`src/rtl/req_busy_ack_responder_pkg.sv`:
```
// Shared types and limits for the req/busy/ack responder.
package req_ack_pkg;

  typedef enum logic [1:0] {
    IDLE  = 2'd0,
    SERVE = 2'd1,
    ACKED = 2'd2
  } resp_state_e;

  typedef logic [2:1] req_id_t;

  localparam int MAX_LATENCY = 15;

endpackage

```
`src/rtl/req_busy_ack_responder_svc_timer.sv`:
```
// Service-latency down-counter: load a start value, decrement to zero, flag zero.
module svc_timer #(
  parameter int CNT_W = 4
) (
  input  logic             clk,
  input  logic             reset,
  input  logic             i_load,
  input  logic [CNT_W-1:0] i_load_val,
  input  logic             i_dec,
  output logic             o_zero
);

  logic [CNT_W-1:0] r_cnt;

  // Load has priority over decrement; the count parks at zero.
  always_ff @(posedge clk or posedge reset) begin
    if (reset) begin
      r_cnt <= '0;
    end else if (i_load) begin
      r_cnt <= i_load_val;
    end else if (i_dec && (r_cnt != '0)) begin
      r_cnt <= r_cnt - 1'b1;
    end
  end

  assign o_zero = (r_cnt == '0);

endmodule

```
`src/rtl/req_busy_ack_responder.sv`:
```
// Target-side four-phase responder: accept req, raise busy, ack after
// LATENCY edges echoing the captured id, and close when req drops.
// Valid/ready contract: req is a level held by the requester until it sees
// ack; busy means the request was accepted; ack means service is done and
// stays high until req is sampled low. Dropping req before ack is an abort
// that pulses err for one cycle.
module req_busy_ack_responder
  import req_ack_pkg::*;
#(
  parameter int LATENCY = 3,
  parameter int CNT_W   = 4
) (
  input  logic        clk,
  input  logic        reset,
  input  logic        req,
  input  req_id_t     id,
  output logic        busy,
  output logic        ack,
  output req_id_t     ack_id,
  output logic        err,
  output logic [7:0]  done_cnt,
  output resp_state_e dbg_state
);

  if ((LATENCY < 1) || (LATENCY > MAX_LATENCY) || ((LATENCY - 1) >= (1 << CNT_W))) begin : g_bad_params
    $error("req_busy_ack_responder: LATENCY out of range for CNT_W");
  end

  localparam logic [CNT_W-1:0] LOAD_VAL = CNT_W'(LATENCY - 1);

  resp_state_e r_state;
  resp_state_e w_next_state;

  logic       r_busy;
  logic       r_ack;
  req_id_t    r_ack_id;
  logic       r_err;
  logic [7:0] r_done_cnt;
  req_id_t    r_cap_id;

  logic       w_load;
  logic       w_dec;
  logic       w_zero;
  logic       w_cap_en;
  logic       w_busy_d;
  logic       w_ack_d;
  req_id_t    w_ack_id_d;
  logic       w_err_d;
  logic       w_done_inc;

  svc_timer #(.CNT_W(CNT_W)) u_svc_timer (
    .clk        (clk),
    .reset      (reset),
    .i_load     (w_load),
    .i_load_val (LOAD_VAL),
    .i_dec      (w_dec),
    .o_zero     (w_zero)
  );

  // State register.
  always_ff @(posedge clk or posedge reset) begin
    if (reset) begin
      r_state <= IDLE;
    end else begin
      r_state <= w_next_state;
    end
  end

  // Next state and next output values; abort wins over service completion.
  always_comb begin
    w_next_state = r_state;
    w_load       = 1'b0;
    w_dec        = 1'b0;
    w_cap_en     = 1'b0;
    w_busy_d     = r_busy;
    w_ack_d      = r_ack;
    w_ack_id_d   = r_ack_id;
    w_err_d      = 1'b0;
    w_done_inc   = 1'b0;
    unique case (r_state)
      IDLE: begin
        if (req) begin
          w_next_state = SERVE;
          w_load       = 1'b1;
          w_cap_en     = 1'b1;
          w_busy_d     = 1'b1;
        end
      end
      SERVE: begin
        if (!req) begin
          w_next_state = IDLE;
          w_busy_d     = 1'b0;
          w_err_d      = 1'b1;
        end else if (w_zero) begin
          w_next_state = ACKED;
          w_ack_d      = 1'b1;
          w_ack_id_d   = r_cap_id;
        end else begin
          w_dec = 1'b1;
        end
      end
      ACKED: begin
        if (!req) begin
          w_next_state = IDLE;
          w_busy_d     = 1'b0;
          w_ack_d      = 1'b0;
          w_ack_id_d   = '0;
          w_done_inc   = 1'b1;
        end
      end
      default: begin
        w_next_state = IDLE;
        w_busy_d     = 1'b0;
        w_ack_d      = 1'b0;
        w_ack_id_d   = '0;
      end
    endcase
  end

  // Output registers, id capture and completed-handshake counter.
  always_ff @(posedge clk or posedge reset) begin
    if (reset) begin
      r_busy     <= 1'b0;
      r_ack      <= 1'b0;
      r_ack_id   <= '0;
      r_err      <= 1'b0;
      r_done_cnt <= 8'd0;
      r_cap_id   <= '0;
    end else begin
      r_busy   <= w_busy_d;
      r_ack    <= w_ack_d;
      r_ack_id <= w_ack_id_d;
      r_err    <= w_err_d;
      if (w_cap_en) begin
        r_cap_id <= id;
      end
      if (w_done_inc) begin
        r_done_cnt <= r_done_cnt + 8'd1;
      end
    end
  end

  assign busy      = r_busy;
  assign ack       = r_ack;
  assign ack_id    = r_ack_id;
  assign err       = r_err;
  assign done_cnt  = r_done_cnt;
  assign dbg_state = r_state;

endmodule

```
`config.mk`:
```
export PLATFORM = sky130hd
export DESIGN_NAME = req_busy_ack_responder
export DESIGN_NICKNAME = d
export VERILOG_FILES = /design/src/rtl/req_busy_ack_responder_pkg.sv /design/src/rtl/req_busy_ack_responder_svc_timer.sv /design/src/rtl/req_busy_ack_responder.sv
export SDC_FILE = /design/constraint.sdc
export NUM_CORES = 1
export LEC_CHECK = 0
export CORE_MARGIN = 4
export CORE_UTILIZATION = 30
export DETAILED_ROUTE_END_ITERATION = 8
export PLACE_DENSITY = 0.55
export SYNTH_ARGS = -nofsm -noshare
export SYNTH_HDL_FRONTEND = slang
export SYNTH_SLANG_ARGS = --single-unit
```
`constraint.sdc`:
```
create_clock -name clk -period 1.4 [get_ports clk]
set_input_delay 0.21 -clock clk [delete_from_list [all_inputs] [get_ports clk]]
set_output_delay 0.21 -clock clk [all_outputs]
set_load 0.05 [all_outputs]
```
==> run_results.csv <==
group,metric,value,unit
critical_path,start_kind,"flip-flop",
routing,drt-total-wl,2480,microns
cts,h-tree-depth,1,
layout,fin_util,54.6,%
place,gp_congestion,0.731,
yosys,ys_warn_count,0,
yosys,synth_most_common_cell,"dfrtp_1",
sta,setup_viol,7,
routing,viasPerCell,4.68,
power,pwr_density_cell,2130,nW/um^2
power,power_frac_comb,66.1,%
place,dp_cells,176,
critical_path,cp.required,1.60,ns
routing,wl_per_cell,13.0,microns
sta,slew_headroom,72.2,%
critical_path,arrival,1.79,ns
yosys,synth_ff_type,"dfrtp_1",
yosys,yosysTopAreaCell,"dfrtp_1",
outcome,status,"finished with violations",
sta,fin_crit_sh,114,%
layout,drive_above_1_share,51.4,%
sta,finalClockSkew,0.00539,ns
yosys,synthArstFlopShare,100,%
flow_run,maxCapViolCount,0,
power,clkPwrFrac,7.8,%
floorplanning,core_area,3420,sq um
yosys,ys_seq_area_share,48.2,%
yosys,synth_nets,109,
global_routing,grt_pass1_wl,4240,microns
yosys,synth_top_area_share,48.2,%
floorplanning,die_h,68.3,microns
yosys,ys_top_cells_by_area,"dfrtp_1 48%, ha_1 8.0%, mux2_2 6.2%",
power,cellLeakagePower,0.829,nW
global_routing,grt_use_total,12.1,%
power,ir_drop,0.000987,V
routing,drt_iter0_markers,22,
outcome,violations,"negative setup slack",
floorplanning,rows,21,
power,seqPwrFrac,26.1,%
routing,antenna_left,0,
cts,cts.sinks,21,
global_routing,antenna_found_initial,0,
sta,worst_pin_slew,0.416,ns
sta,max_freq,628,MHz
cts,numCtsBuffers,3,
power,netSwitchingPower,0.00162,W
routing,vias,890,
layout,final_nets,157,
cts,clk_pin_slew_worst_paths,0.13,ns
cts,holdBufCountCts,0,
sta,fin_ws,-0.192,ns
sta,hold_violations,0,
critical_path,criticalPathCategory,"flip-flop to flip-flop",
sta,tns,-0.812,ns
yosys,synth_common_cells,"21 x dfrtp_1, 10 x inv_1, 7 x ha_1, 7 x nand2_1, 6 x mux2_2",
cts,clkLatencyLatePin,0.31,ns
place,preCtsSetupSlack,-0.175,ns
routing,drc,0,
cts,root_buffer,"clkbuf_4",
yosys,avgSynthCellArea,11.2,sq um
floorplanning,ios,20,
cts,cts_tree,"built",
sta,whs,0.211,ns
floorplanning,dieArea,4670,sq um
yosys,syn_inst,97,
place,io_buffers,19,
cts,clockBufferDepth,2,
global_routing,grt_start_max_net_pins,22,
layout,antenna_cells,0,
yosys,synth_area,1090,sq um
sta,drv_slew,0,
floorplanning,dieWidth,68.3,microns
global_routing,first_global_vias,979,
place,dp_hpwl,1730,microns
yosys,yosys_register_bits,21,
layout,fin_cells,190,
sta,min_period,1.59,ns
routing,drtPass1Iterations,4,
global_routing,grt-ovfl-total,0,
hold_path,hp-class,"input port to async pin",
critical_path,crit_fanout,2,
floorplanning,start_util,31.9,%
yosys,yosysUniqueCellTypes,32,
power,internal_power,0.00236,W
layout,syn2layout_area_growth,71.0,%
power,swShare,40.7,%
sta,rsz0062_at_grt,"yes",
yosys,synth_edf_count,0,
critical_path,end_kind,"flip-flop",
cell families (layout without fill, tap and decap cells):
logic type,after synthesis,count (layout),synth area share [%]
simple gates,28,28,15.3
flops,21,21,48.2
compound gates,14,14,10.6
buf+inv,12,59,4.36
mux,8,8,8.03
fa+ha+maj,7,7,8.03
xor+xnor,7,7,5.62
power groups by stage:
stage               Clock (W)  Sequential [W]  Combinational, W
CTS                  0.000318         0.00103           0.00243
detailed placement          0         0.00103           0.00215
finish               0.000309         0.00104           0.00263
global placement            0         0.00102           0.00212
floorplan                   0         0.00136          0.000867
global route         0.000340         0.00107           0.00281
placed cells by master (no fill, tap or decap), types with 3 or more instances in the layout:
master,instances
inv_1,6
nand4_1,4
xor2_1,4
clkbuf_4,3
buf_4,19
ha_4,4
dfrtp_1,19
o21ai_1,3
clkdlybuf4s50_1,4
buf_12,16
nand2_1,5
mux2_2,5
buf_6,6
ha_1,3
xnor2_1,3
routing by layer:
metal  vias up  share of wire, %  track usage [%]
li1        433                 -                -
met1       446                41             12.7
met2        11                56             23.6
met3         0               3.1             2.46
met4         0                 0             3.72
met5         -                 0                0
stage by stage:
stage | total power (W) | instance area [sq um]
6_report | 0.00398 | 1870
5_1_grt | 0.00421 | 1870
4_1_cts | 0.00378 | 1800
3_5_place_dp | 0.00318 | 1660
3_3_place_gp | 0.00314 | 1660
2_1_floorplan | 0.00222 | 1150
flip-flops by register name (all words and copies together), names as in the netlist:
signal and cells:
done_cnt 8, u_svc_timer.r_cnt 4, ack_id 2, dbg_state 2, r_cap_id 2, ack 1
busy 1, err 1
worst max-delay path, cell delays in order (launching register included):
cell and delay (ns):
dfrtp_1 0.42, inv_2 0.08, ha_4 0.12, or3b_4 0.39
a2111oi_4 0.32, o22ai_1 0.14
cell type report:
class                           instances  area (sq um)
Fill cell                             305          1550
Multi-Input combinational cell         64           639
Timing Repair Buffer                   45           571
Sequential cell                        21           528
Tap cell                               46          57.6
Inverter                               10          42.5
Clock buffer                            3          22.5
Clock inverter                          1          5.00
path summary, 6_finish.rpt:
check / from / to / slack, ns / cells past startpoint
min: reset / done_cnt[2] / 0.21 / 3
min reg2reg: r_cap_id[0] / ack_id[0] / 0.52 / 2
max: u_svc_timer.r_cnt[1] / ack_id[1] / -0.19 / 5
max in group asynchronous: reset / dbg_state[0] / 0.96 / 3
max reg2reg: u_svc_timer.r_cnt[1] / ack_id[1] / -0.19 / 5
min in group clk: id[0] / r_cap_id[0] / 0.52 / 2
timing repair:
item | in CTS | in global routing
setup buffers | 7 | 4
setup endpoints to repair | 16 | 14
pin swaps | 5 | 10
gates resized for setup | 12 | 13
cloned | 0 | 0
Power figures use the tool's default switching activity.
==> RTL change, RTL diff (same settings) <==
Put one more register stage on the output `done_cnt`. The value now appears one clock later. The other outputs are not delayed to match.
--- a/src/rtl/req_busy_ack_responder.sv
+++ b/src/rtl/req_busy_ack_responder.sv
@@ -144,7 +144,9 @@
   assign ack       = r_ack;
   assign ack_id    = r_ack_id;
   assign err       = r_err;
-  assign done_cnt  = r_done_cnt;
+  always_ff @(posedge clk) begin
+    done_cnt <= r_done_cnt;
+  end
   assign dbg_state = r_state;
 
 endmodule
Formal check against the unedited RTL: not equivalent (a bounded check fails within 10 cycles, from zero or initial values and one cycle with reset high).
==> RTL change against the unedited design <==
- clock skew down 0.0022 ns
- worst setup slack worse by 0.00083 ns
- via count up 5.8%
- the run still ends with setup timing left
- area after synthesis increased by 14%
- final cell count is 6.8% higher
- critical path type unchanged
- core utilization down 0.85 points
- count of clock-buffer cells in the layout increased by 4
- routed wire length is 14% higher
- non-clock buffer count stayed put
- sequential cell count grew 8
- power grew 21%
- sequential share of layout area grew 3.7 points
- final area rose by 15%
==> RTL change: results (changes against the unedited design) <==
nets: 164  # +4.5%
fin_util_pct: 53.8  # -0.85 points
synth_commonest_cells: "21 x dfrtp_1, 8 x dfxtp_1, 7 x ha_1, 7 x inv_1, 7 x nand2_1"
synthTopCellsByArea: "dfrtp_1 42%, dfxtp_1 13%, ha_1 7.1%"
cpLargestDelayFamily: "compound AO/OA/AOI/OAI gates"
p_int_mw: 3.10  # +31%
r2r_cells: 5  # unchanged
worst_slack_ns: -0.193  # -0.000833 ns
drive_above_1_share_pct: 51.6  # +0.25 points
drtIter0Drc: 33  # +50%
htreeDepth: 2  # +1
fin_worst_skew_ns: 0.00317  # -0.00222 ns
avgSynthCellArea_um2: 12.1  # +7.1%
wire_per_inst_um: 13.9  # +6.6%
dr_total_vias: 942  # +5.8%
critPathArrivalTime_ns: 1.76  # -0.03 ns
clock-root-buffer: "clkbuf_8"
reg.largest.list: "done_cnt (8), r_done_cnt (8), u_svc_timer.r_cnt (4)"
ys_warn_count: 0  # unchanged
peakVddDrop_mv: 1.44  # +46%
place_hpwl_um: 1930  # +12%
grt_pass1_wl_um: 5090  # +20%
leakage_nw: 0.970  # +17%
synth_cell_types: 38  # +19%
cp-endpoint: "ack_id[1]$_DFFE_PP0P_"
whs_ns: 0.261  # +0.0503 ns
path_clk_slew_ns: 0.06  # -0.07 ns
status: "finished, violations left"
async_flop_share_pct: 72.4  # -28 points
met1_usage_pct: 14.7  # +1.9 points
stdcell_count: 203  # +6.8%
setup_tns_ns: -0.834  # -0.0224 ns
critical_path.slowest_cell: "dfrtp_1"
synth_nets: 115  # +5.5%
regToRegStartpoint: "u_svc_timer.r_cnt[0]$_DFFE_PP0P_"
place_congestion: 0.813  # +11%
cpPeakStageDelay_ns: 0.40  # -0.02 ns
dp_slack_ns: -0.292  # -0.117 ns
grt_max_degree: 22  # unchanged
placed_cell_area_um2: 1850  # +11%
synth.yosys.seq_area_share_pct: 55.2  # +7.1 points
grt_most_used_layer: "met2"
cts-buffers-inserted: 5  # +2
dpl.cell_count: 190  # +8.0%
grt_pass1_vias: 1077  # +10%
violations: "setup timing"
setup_viol: 11  # +4
n_fill_cell: 348  # +14%
slew_headroom_pct: 75.4  # +3.2 points
met2_usage_pct: 21.1  # -2.5 points
synthFlopType: "dfrtp_1"
path_max_fanout: 3  # +1
track_usage_pct: 12.8  # +0.72 points
grt_use_met3_pct: 4.43  # +2.0 points
clkLatencyLatePin_ns: 0.28  # -0.03 ns
antenna_found_initial: 0  # unchanged
## RTL change: cells by family (layout without fill, tap and decap cells)
family / after synthesis / in the layout / synth area share, %
flops: 29 / 29 / 55.2
simple gates: 27 / 27 / 13.2
compound gates: 15 / 15 / 8.77
buf+inv: 10 / 60 / 3.43
mux: 8 / 8 / 7.36
fa+ha+maj: 7 / 7 / 7.06
xor+xnor: 7 / 7 / 4.94
## RTL change: repair_timing
item	in CTS	in global routing
pin swaps	11	8
buffers inserted	2	3
setup endpoints to repair	14	20
hold buffers	0	0
gates resized for setup	8	23
## RTL change: worst min path at each step
stage                                         start                         to  slack [ns]
final                                         reset    r_cap_id[0]$_DFFE_PP0P_        0.26
after global routing                          reset    r_cap_id[0]$_DFFE_PP0P_        0.31
after CTS                                     reset  r_done_cnt[7]$_DFFE_PP0P_        0.27
after detailed placement  r_done_cnt[7]$_DFFE_PP0P_        done_cnt[7]$_DFF_P_        0.37
after global placement    r_done_cnt[7]$_DFFE_PP0P_        done_cnt[7]$_DFF_P_        0.39
after floorplan                               reset            ack$_DFFE_PP0P_        0.19
## RTL change: final cells by class
type / instances / share of cell area [%]
well taps: 50 / 2.91
clock inverters: 1 / 1.40
inverters: 7 / 1.34
clock buffers: 7 / 4.01
multi-input cells: 64 / 31.1
repair buffers: 45 / 27.2
flip-flops and latches: 29 / 32.0
## RTL change: layer usage
layer	up-vias	part of all wire, %
met5	-	0
met4	0	2.9
met3	9	3.9
met2	22	54
met1	452	40
li1	459	-
## RTL change: power groups by stage
stage	sequential [mW]	combinational, mW	clock (mW)
floorplan	1.59	0.900	0
global placement	1.28	2.16	0
detailed placement	1.29	2.19	0
CTS	1.28	2.33	0.920
global route	1.31	2.83	0.969
finish	1.28	2.63	0.893
